File: config.mk
export PLATFORM = sky130hd
export DESIGN_NAME = lcd_power_sequencer_flat
export DESIGN_NICKNAME = d
export VERILOG_FILES = /design/src/rtl/lcd_power_sequencer_if.sv /design/src/rtl/lcd_power_sequencer.sv /design/src/flat_wrapper.sv
export SDC_FILE = /design/constraint.sdc
export NUM_CORES = 1
export LEC_CHECK = 0
export ABC_AREA = 1
export BUFFER_PORTS_ARGS = -buffer_cell sky130_fd_sc_hd__buf_2
export CAP_MARGIN = 25
export CORE_MARGIN = 3
export CORE_UTILIZATION = 45
export DETAILED_ROUTE_END_ITERATION = 10
export PLACE_DENSITY = 0.63
export SETUP_SLACK_MARGIN = 0.05
export SLEW_MARGIN = 20
export SYNTH_ARGS = -nofsm -noshare
export SYNTH_HDL_FRONTEND = slang
export SYNTH_SLANG_ARGS = --single-unit
File: constraint.sdc
create_clock -name PixelClk -period 3.5 [get_ports PixelClk]
set_input_delay 0.175 -clock PixelClk [delete_from_list [all_inputs] [get_ports PixelClk]]
set_output_delay 0.175 -clock PixelClk [all_outputs]
set_load 0.02 [all_outputs]
File: src/rtl/lcd_power_sequencer_if.sv
// Control/status bundle between the LCD power sequencer and its environment.
// The slave modport is the sequencer's view. The master modport is the view
// of the user controls and the timing generator.
interface lcd_power_sequencer_if;
    logic       Start;
    logic       Stop;
    logic       LCD_VSYNC;
    logic       Timing_En;
    logic       LCD_DISP;
    logic       LCD_BL_PWM;
    logic [1:0] Pattern_Sel;
    logic       Busy;
    logic [2:0] State;

    modport master (
        output Start,
        output Stop,
        output LCD_VSYNC,
        input  Timing_En,
        input  LCD_DISP,
        input  LCD_BL_PWM,
        input  Pattern_Sel,
        input  Busy,
        input  State
    );

    modport slave (
        input  Start,
        input  Stop,
        input  LCD_VSYNC,
        output Timing_En,
        output LCD_DISP,
        output LCD_BL_PWM,
        output Pattern_Sel,
        output Busy,
        output State
    );
endinterface

File: src/rtl/lcd_power_sequencer.sv
// lcd_power_sequencer: frame-synchronous power-up/down sequencer for the
// 800x480 RGB LCD path. It releases the timing generator, raises DISP,
// brings the backlight up, cycles the test pattern every dwell period, and
// reverses the sequence on Stop. The rising edge of VSYNC is the frame tick.
//
// Optional feature macro LCD_BL_RAMP_EN:
//   defined   - the backlight ramps by BL_STEP per frame tick, saturating
//               at BL_MAX going up and at 0 going down.
//   undefined - the backlight jumps to BL_MAX (or to 0) on the first frame
//               tick of the ramp state, and BL_STEP has no effect.
module lcd_power_sequencer #(
    parameter logic [7:0] LEAD_FRAMES  = 8'd2,
    parameter logic [7:0] DWELL_FRAMES = 8'd60,
    parameter logic [2:0] NUM_PATTERNS = 3'd4,
    parameter logic [7:0] BL_STEP      = 8'd64,
    parameter logic [7:0] BL_MAX       = 8'd255
) (
    input  logic                 PixelClk,
    input  logic                 RST,
    lcd_power_sequencer_if.slave lcd
);

    // The encoding is visible on the State output and must not change.
    typedef enum logic [2:0] {
        S_IDLE      = 3'd0,
        S_TIM_WAIT  = 3'd1,
        S_DISP_WAIT = 3'd2,
        S_BL_UP     = 3'd3,
        S_RUN       = 3'd4,
        S_BL_DOWN   = 3'd5,
        S_DISP_OFF  = 3'd6,
        S_BAD       = 3'd7
    } state_t;

    state_t     r_state;
    state_t     w_state_nxt;
    logic       r_vs_q;
    logic [7:0] r_cnt;
    logic [7:0] w_cnt_nxt;
    logic [7:0] r_duty;
    logic [7:0] w_duty_nxt;
    logic       r_timing_en;
    logic       w_timing_en_nxt;
    logic       r_disp;
    logic       w_disp_nxt;
    logic [1:0] r_pat;
    logic [1:0] w_pat_nxt;
    logic       r_busy;
    logic [7:0] r_pwm_cnt;
    logic       r_pwm;

    logic       w_tick;
    logic [7:0] w_cnt_inc;
    logic       w_lead_done;
    logic       w_dwell_done;
    logic [7:0] w_duty_up;
    logic [7:0] w_duty_dn;
    logic       w_pat_last;
    logic [1:0] w_pat_inc;

`ifdef LCD_BL_RAMP_EN
    // The 9-bit sum means a step past 255 still clamps to BL_MAX and does
    // not wrap to a small value.
    function automatic logic [7:0] f_sat_up(input logic [7:0] duty);
        logic [8:0] sum;
        sum = {1'b0, duty} + {1'b0, BL_STEP};
        return (sum >= {1'b0, BL_MAX}) ? BL_MAX : sum[7:0];
    endfunction

    // Clamps at zero, so the ramp always ends on exactly 0.
    function automatic logic [7:0] f_sat_down(input logic [7:0] duty);
        return (duty > BL_STEP) ? (duty - BL_STEP) : 8'd0;
    endfunction

    assign w_duty_up = f_sat_up(r_duty);
    assign w_duty_dn = f_sat_down(r_duty);
`else
    assign w_duty_up = BL_MAX;
    assign w_duty_dn = 8'd0;
`endif

    // A frame tick is a VSYNC rising edge. r_vs_q resets high, so VSYNC
    // already high at reset release is not counted.
    assign w_tick       = lcd.LCD_VSYNC & ~r_vs_q;
    assign w_cnt_inc    = r_cnt + 8'd1;
    assign w_lead_done  = (w_cnt_inc == LEAD_FRAMES);
    assign w_dwell_done = (w_cnt_inc == DWELL_FRAMES);
    assign w_pat_last   = ({1'b0, r_pat} == (NUM_PATTERNS - 3'd1));
    assign w_pat_inc    = w_pat_last ? 2'd0 : (r_pat + 2'd1);

    // Next-state and next-output logic. When Stop arrives on a tick edge,
    // Stop wins and the tick is dropped.
    always_comb begin
        w_state_nxt     = r_state;
        w_cnt_nxt       = r_cnt;
        w_duty_nxt      = r_duty;
        w_timing_en_nxt = r_timing_en;
        w_disp_nxt      = r_disp;
        w_pat_nxt       = r_pat;

        case (r_state)
            S_IDLE: begin
                if (lcd.Start && !lcd.Stop) begin
                    w_state_nxt     = S_TIM_WAIT;
                    w_timing_en_nxt = 1'b1;
                    w_cnt_nxt       = 8'd0;
                end
            end

            S_TIM_WAIT: begin
                if (lcd.Stop) begin
                    w_state_nxt = S_DISP_OFF;
                    w_disp_nxt  = 1'b0;
                    w_cnt_nxt   = 8'd0;
                end else if (w_tick) begin
                    if (w_lead_done) begin
                        w_state_nxt = S_DISP_WAIT;
                        w_disp_nxt  = 1'b1;
                        w_cnt_nxt   = 8'd0;
                    end else begin
                        w_cnt_nxt = w_cnt_inc;
                    end
                end
            end

            S_DISP_WAIT: begin
                if (lcd.Stop) begin
                    w_state_nxt = S_DISP_OFF;
                    w_disp_nxt  = 1'b0;
                    w_cnt_nxt   = 8'd0;
                end else if (w_tick) begin
                    if (w_lead_done) begin
                        w_state_nxt = S_BL_UP;
                        w_cnt_nxt   = 8'd0;
                    end else begin
                        w_cnt_nxt = w_cnt_inc;
                    end
                end
            end

            S_BL_UP: begin
                if (lcd.Stop) begin
                    w_state_nxt = S_BL_DOWN;
                end else if (w_tick) begin
                    w_duty_nxt = w_duty_up;
                    if (w_duty_up == BL_MAX) begin
                        w_state_nxt = S_RUN;
                        w_cnt_nxt   = 8'd0;
                    end
                end
            end

            S_RUN: begin
                if (lcd.Stop) begin
                    w_state_nxt = S_BL_DOWN;
                end else if (w_tick) begin
                    if (w_dwell_done) begin
                        w_pat_nxt = w_pat_inc;
                        w_cnt_nxt = 8'd0;
                    end else begin
                        w_cnt_nxt = w_cnt_inc;
                    end
                end
            end

            S_BL_DOWN: begin
                if (w_tick) begin
                    w_duty_nxt = w_duty_dn;
                    if (w_duty_dn == 8'd0) begin
                        w_state_nxt = S_DISP_OFF;
                        w_disp_nxt  = 1'b0;
                        w_cnt_nxt   = 8'd0;
                    end
                end
            end

            S_DISP_OFF: begin
                if (w_tick) begin
                    if (w_lead_done) begin
                        w_state_nxt     = S_IDLE;
                        w_timing_en_nxt = 1'b0;
                        w_pat_nxt       = 2'd0;
                        w_cnt_nxt       = 8'd0;
                    end else begin
                        w_cnt_nxt = w_cnt_inc;
                    end
                end
            end

            default: begin
                // Code 7 is unreachable. If it ever appears, return to IDLE
                // with everything switched off.
                w_state_nxt     = S_IDLE;
                w_cnt_nxt       = 8'd0;
                w_duty_nxt      = 8'd0;
                w_timing_en_nxt = 1'b0;
                w_disp_nxt      = 1'b0;
                w_pat_nxt       = 2'd0;
            end
        endcase
    end

    // State register and registered sequencing outputs. Busy is taken from
    // the next state so that it changes on the same edge as State.
    always_ff @(posedge PixelClk or posedge RST) begin
        if (RST) begin
            r_state     <= S_IDLE;
            r_cnt       <= 8'd0;
            r_duty      <= 8'd0;
            r_timing_en <= 1'b0;
            r_disp      <= 1'b0;
            r_pat       <= 2'd0;
            r_busy      <= 1'b0;
        end else begin
            r_state     <= w_state_nxt;
            r_cnt       <= w_cnt_nxt;
            r_duty      <= w_duty_nxt;
            r_timing_en <= w_timing_en_nxt;
            r_disp      <= w_disp_nxt;
            r_pat       <= w_pat_nxt;
            r_busy      <= (w_state_nxt != S_IDLE);
        end
    end

    // VSYNC history for the frame-tick edge detector.
    always_ff @(posedge PixelClk or posedge RST) begin
        if (RST) begin
            r_vs_q <= 1'b1;
        end else begin
            r_vs_q <= lcd.LCD_VSYNC;
        end
    end

    // Free-running 8-bit PWM. Duty 255 is forced fully on, because the
    // compare alone would leave the output low for one count in 256.
    always_ff @(posedge PixelClk or posedge RST) begin
        if (RST) begin
            r_pwm_cnt <= 8'd0;
            r_pwm     <= 1'b0;
        end else begin
            r_pwm_cnt <= r_pwm_cnt + 8'd1;
            r_pwm     <= (r_duty == 8'hFF) | (r_pwm_cnt < r_duty);
        end
    end

    assign lcd.State       = r_state;
    assign lcd.Busy        = r_busy;
    assign lcd.Timing_En   = r_timing_en;
    assign lcd.LCD_DISP    = r_disp;
    assign lcd.LCD_BL_PWM  = r_pwm;
    assign lcd.Pattern_Sel = r_pat;

endmodule

File: src/flat_wrapper.sv
// flat-port wrapper written by rule: the top's interface ports become plain ports
module lcd_power_sequencer_flat 
#(
    parameter logic [7:0] LEAD_FRAMES  = 8'd2,
    parameter logic [7:0] DWELL_FRAMES = 8'd60,
    parameter logic [2:0] NUM_PATTERNS = 3'd4,
    parameter logic [7:0] BL_STEP      = 8'd64,
    parameter logic [7:0] BL_MAX       = 8'd255
)
  (PixelClk, RST, lcd_Start, lcd_Stop, lcd_LCD_VSYNC, lcd_Timing_En, lcd_LCD_DISP, lcd_LCD_BL_PWM, lcd_Pattern_Sel, lcd_Busy, lcd_State);
  lcd_power_sequencer_if lcd_i ();
  input  logic PixelClk;
  input  logic RST;
  input wire logic [$bits(lcd_i.Start)-1:0] lcd_Start;
  input wire logic [$bits(lcd_i.Stop)-1:0] lcd_Stop;
  input wire logic [$bits(lcd_i.LCD_VSYNC)-1:0] lcd_LCD_VSYNC;
  output wire logic [$bits(lcd_i.Timing_En)-1:0] lcd_Timing_En;
  output wire logic [$bits(lcd_i.LCD_DISP)-1:0] lcd_LCD_DISP;
  output wire logic [$bits(lcd_i.LCD_BL_PWM)-1:0] lcd_LCD_BL_PWM;
  output wire logic [$bits(lcd_i.Pattern_Sel)-1:0] lcd_Pattern_Sel;
  output wire logic [$bits(lcd_i.Busy)-1:0] lcd_Busy;
  output wire logic [$bits(lcd_i.State)-1:0] lcd_State;
  assign lcd_i.Start = lcd_Start;
  assign lcd_i.Stop = lcd_Stop;
  assign lcd_i.LCD_VSYNC = lcd_LCD_VSYNC;
  assign lcd_Timing_En = lcd_i.Timing_En;
  assign lcd_LCD_DISP = lcd_i.LCD_DISP;
  assign lcd_LCD_BL_PWM = lcd_i.LCD_BL_PWM;
  assign lcd_Pattern_Sel = lcd_i.Pattern_Sel;
  assign lcd_Busy = lcd_i.Busy;
  assign lcd_State = lcd_i.State;
  lcd_power_sequencer #(.LEAD_FRAMES(LEAD_FRAMES), .DWELL_FRAMES(DWELL_FRAMES), .NUM_PATTERNS(NUM_PATTERNS), .BL_STEP(BL_STEP), .BL_MAX(BL_MAX)) u_core (.PixelClk(PixelClk), .RST(RST), .lcd(lcd_i));
endmodule
==> flow_summary.json <==
{
  "status": "finished clean",
  "endpoint_kind": "flop",
  "cp.arrival_ps": 2340,
  "synth_xor_xnor_area_share_pct": 2.74,
  "multi_input_area_mm2": 0.00110,
  "gp_congestion": 0.941,
  "final-seq-area_um2": 677,
  "rsz0062_at_grt": "false",
  "cts_root_buf": "clkbuf_8",
  "cts.sink_count": 27,
  "fin_nets": 299,
  "synth.yosys.seq_area_share_pct": 35.3,
  "core_region_area_mm2": 0.00406,
  "wl_mm": 3.81,
  "power.leakage_nw": 1.07,
  "synth.avg_cell_area_um2": 7.27,
  "path_clk_slew_ps": 100,
  "relSlewSlack_pct": 61.2,
  "ys_types": 36,
  "synth_area_mm2": 0.00192,
  "drc_errors": 0,
  "netlist.area_leader.share_pct": 33.9,
  "cp-start-kind": "input pin",
  "synth-simple-area-share_pct": 34.4,
  "cts.htree.levels": 1,
  "max_freq_ghz": 0.460,
  "dp_slack_ps": 1490,
  "cp_num_buf_inv": 5,
  "ys_seq_elements": 27,
  "hold_violations": 0,
  "wl_per_cell_um": 11.5,
  "die_w_um": 71.3,
  "ys_top_cells_by_area": "dfrtp_1 34%, nand2_1 14%, ha_1 7.8%, inv_1 5.5%, nand3_1 5.2%",
  "synth.most_common_cell": "nand2_1",
  "dr_total_vias": 1701,
  "worst_hold_slack_ps": 285,
  "cts_tree": "built",
  "drv_cap": 0,
  "synthMuxAreaShare_pct": 0,
  "period_share_pct": 62.1,
  "synthArstFlopShare_pct": 100,
  "crit_chain": "dlygate4sd3_1, buf_2, inv_1, nor2_2, inv_1, nand2_1, o21ai_2, nor3_4, inv_1, o21ai_1, o21ai_1",
  "num_rows": 23,
  "p_per_area_mw_per_mm2": 624,
  "synth_commonest_cells": "73 x nand2_1, 28 x inv_1, 26 x dfrtp_1",
  "worstPathMaxFanout": 15,
  "grt_usage_pct": 16.2,
  "final.setup_skew_ps": 1.23,
  "insertion_delay_ps": 280,
  "synth_top_family_by_area": "simple AND/OR/NAND/NOR gates",
  "cp_top_family": "simple AND/OR/NAND/NOR gates",
  "yosys_warnings": 0,
  "fin_tns_setup_ps": 0,
  "netlist.top_cell.by_area": "dfrtp_1",
  "cpMostUsedCell": "inv_1",
  "antennaDiodeCount": 0,
  "port-buffer-count": 13,
  "synthCells": 264,
  "grt_pass1_vias": 1545,
  "ios": 14,
  "clk_path_buf_depth": 2,
  "initial_core_util_pct": 47.3,
  "syn2layout_area_growth_pct": 10.1,
  "dpl.hpwl_mm": 3.01,
  "worst_pin_slew_ps": 581,
  "slowest_delay_ps": 520,
  "cts_repair_resize_count": 0,
  "die_y_um": 71.3,
  "vias_per_cell": 5.14,
  "min_path_type": "in -> reg",
  "grt_pass1_wl_mm": 6.77,
  "synth-compound-area-share_pct": 12.4,
  "nFillCells": 385,
  "slew_violations": 0,
  "total_power_w": 0.00132,
  "dr.pass1.iters": 4,
  "die_area_mm2": 0.00509,
  "critical_path_class": "in -> reg",
  "ctsHoldBuffers": 2,
  "drtIter0Drc": 102,
  "min_period_ps": 2180,
  "final_util_pct": 52.1,
  "worst-endpoint-required_ps": 3670,
  "ant_nets": 0,
  "layout-drive-gt1-share_pct": 13.9,
  "grt_max_degree": 17,
  "cp_slowest_cell": "dlygate4sd3_1",
  "layout_setup_ws_ps": 1320,
  "syn_nets": 281,
  "peakVddDrop_uv": 352,
  "synthAdderAreaFrac_pct": 7.82,
  "synth_enable_flop_cells": 0,
  "cts_setup_buffers": 0,
  "setup_viol": 0,
  "synthFlopType": "dfrtp_1",
  "antenna_found_initial": 0,
  "cts_inserted_buffers": 3,
  "gr-total-overflow": 0
}
[layout by cell type (no fill, tap or decap), types with 2 or more instances in the layout]
cell           count
nand2_1           73
inv_1             28
dfrtp_1           26
nor2_1            24
nand3_1           20
buf_2             13
ha_1              12
o21ai_1           11
o21ai_0           10
a21oi_1            8
nand4_1            6
nand2_2            5
nor2_2             4
a22oi_1            4
inv_2              3
xor2_1             3
xnor2_1            3
clkbuf_8           3
clkinv_1           2
nand3_2            2
nor3_1             2
dlygate4sd3_1      2
[stage by stage]
stage	cell area [um^2]	instances
after floorplan	1920	264
after global placement	2030	324
after detailed placement	2040	325
after CTS	2110	331
after global routing	2110	331
final	2110	331
[report_power, final]
| part | leakage [nW] | switching (W) | internal, W |
|---|---|---|---|
| clock | 0.0217 | 0.000104 | 0.0000810 |
| sequential | 0.346 | 0.0000716 | 0.000375 |
| combinational | 0.697 | 0.000461 | 0.000226 |
| total | 1.07 | 0.000637 | 0.000683 |
[layer usage]
metal  GRT usage (%)  share of wire [%]  up-vias
met2            25.7                 46       36
li1                -                  -      902
met5               0                  0        -
met1            22.5                 49      759
met4            4.59               0.89        0
met3            3.37                4.2        4
[final timing paths]
kind | startpoint | end | slack (ps) | cells past startpoint
worst max-delay path | lcd_LCD_VSYNC | u_core.r_cnt[6] | 1320 | 11
worst min-delay path | lcd_Stop | u_core.lcd.LCD_DISP | 280 | 4
worst max register to register | u_core.r_vs_q | u_core.r_cnt[6] | 1490 | 8
worst min register to register | u_core.lcd.Timing_En | u_core.lcd.Timing_En | 480 | 2
max in group asynchronous | RST | u_core.r_cnt[4] | 2510 | 4
min in group asynchronous | RST | u_core.lcd.Pattern_Sel[1] | 500 | 3
[flip-flops by register name (all words and copies together), names as in the netlist]
signal / flops
u_core.r_cnt: 8
u_core.r_pwm_cnt: 8
u_core.lcd.State: 3
u_core.lcd.Pattern_Sel: 2
u_core.lcd.Busy: 1
u_core.lcd.LCD_BL_PWM: 1
u_core.lcd.LCD_DISP: 1
u_core.lcd.Timing_En: 1
u_core.r_duty: 1
u_core.r_vs_q: 1
[worst register-to-register path: cells and delay by family (launching register included)]
| family | cells | cell delay [ps] |
|---|---|---|
| AO/OA/AOI/OAI | 3 | 300 |
| buffers and inverters | 2 | 230 |
| flip-flops | 1 | 380 |
| AND/OR/NAND/NOR | 3 | 1000 |
[logic make-up after synthesis]
family          count (synthesis)
simple gates                  142
compound gates                 41
buf+inv                        36
flops                          27
fa+ha+maj                      12
xor+xnor                        6
[final cells by class]
type	instances	share of cell area [%]
multi-input combinational	201	52.1
sequential	27	32.0
inverter	33	5.86
timing repair buffer	16	4.74
tap	50	2.96
clock buffer	3	1.95
clock inverter	1	0.355
(Power assumes the default switching activity.)
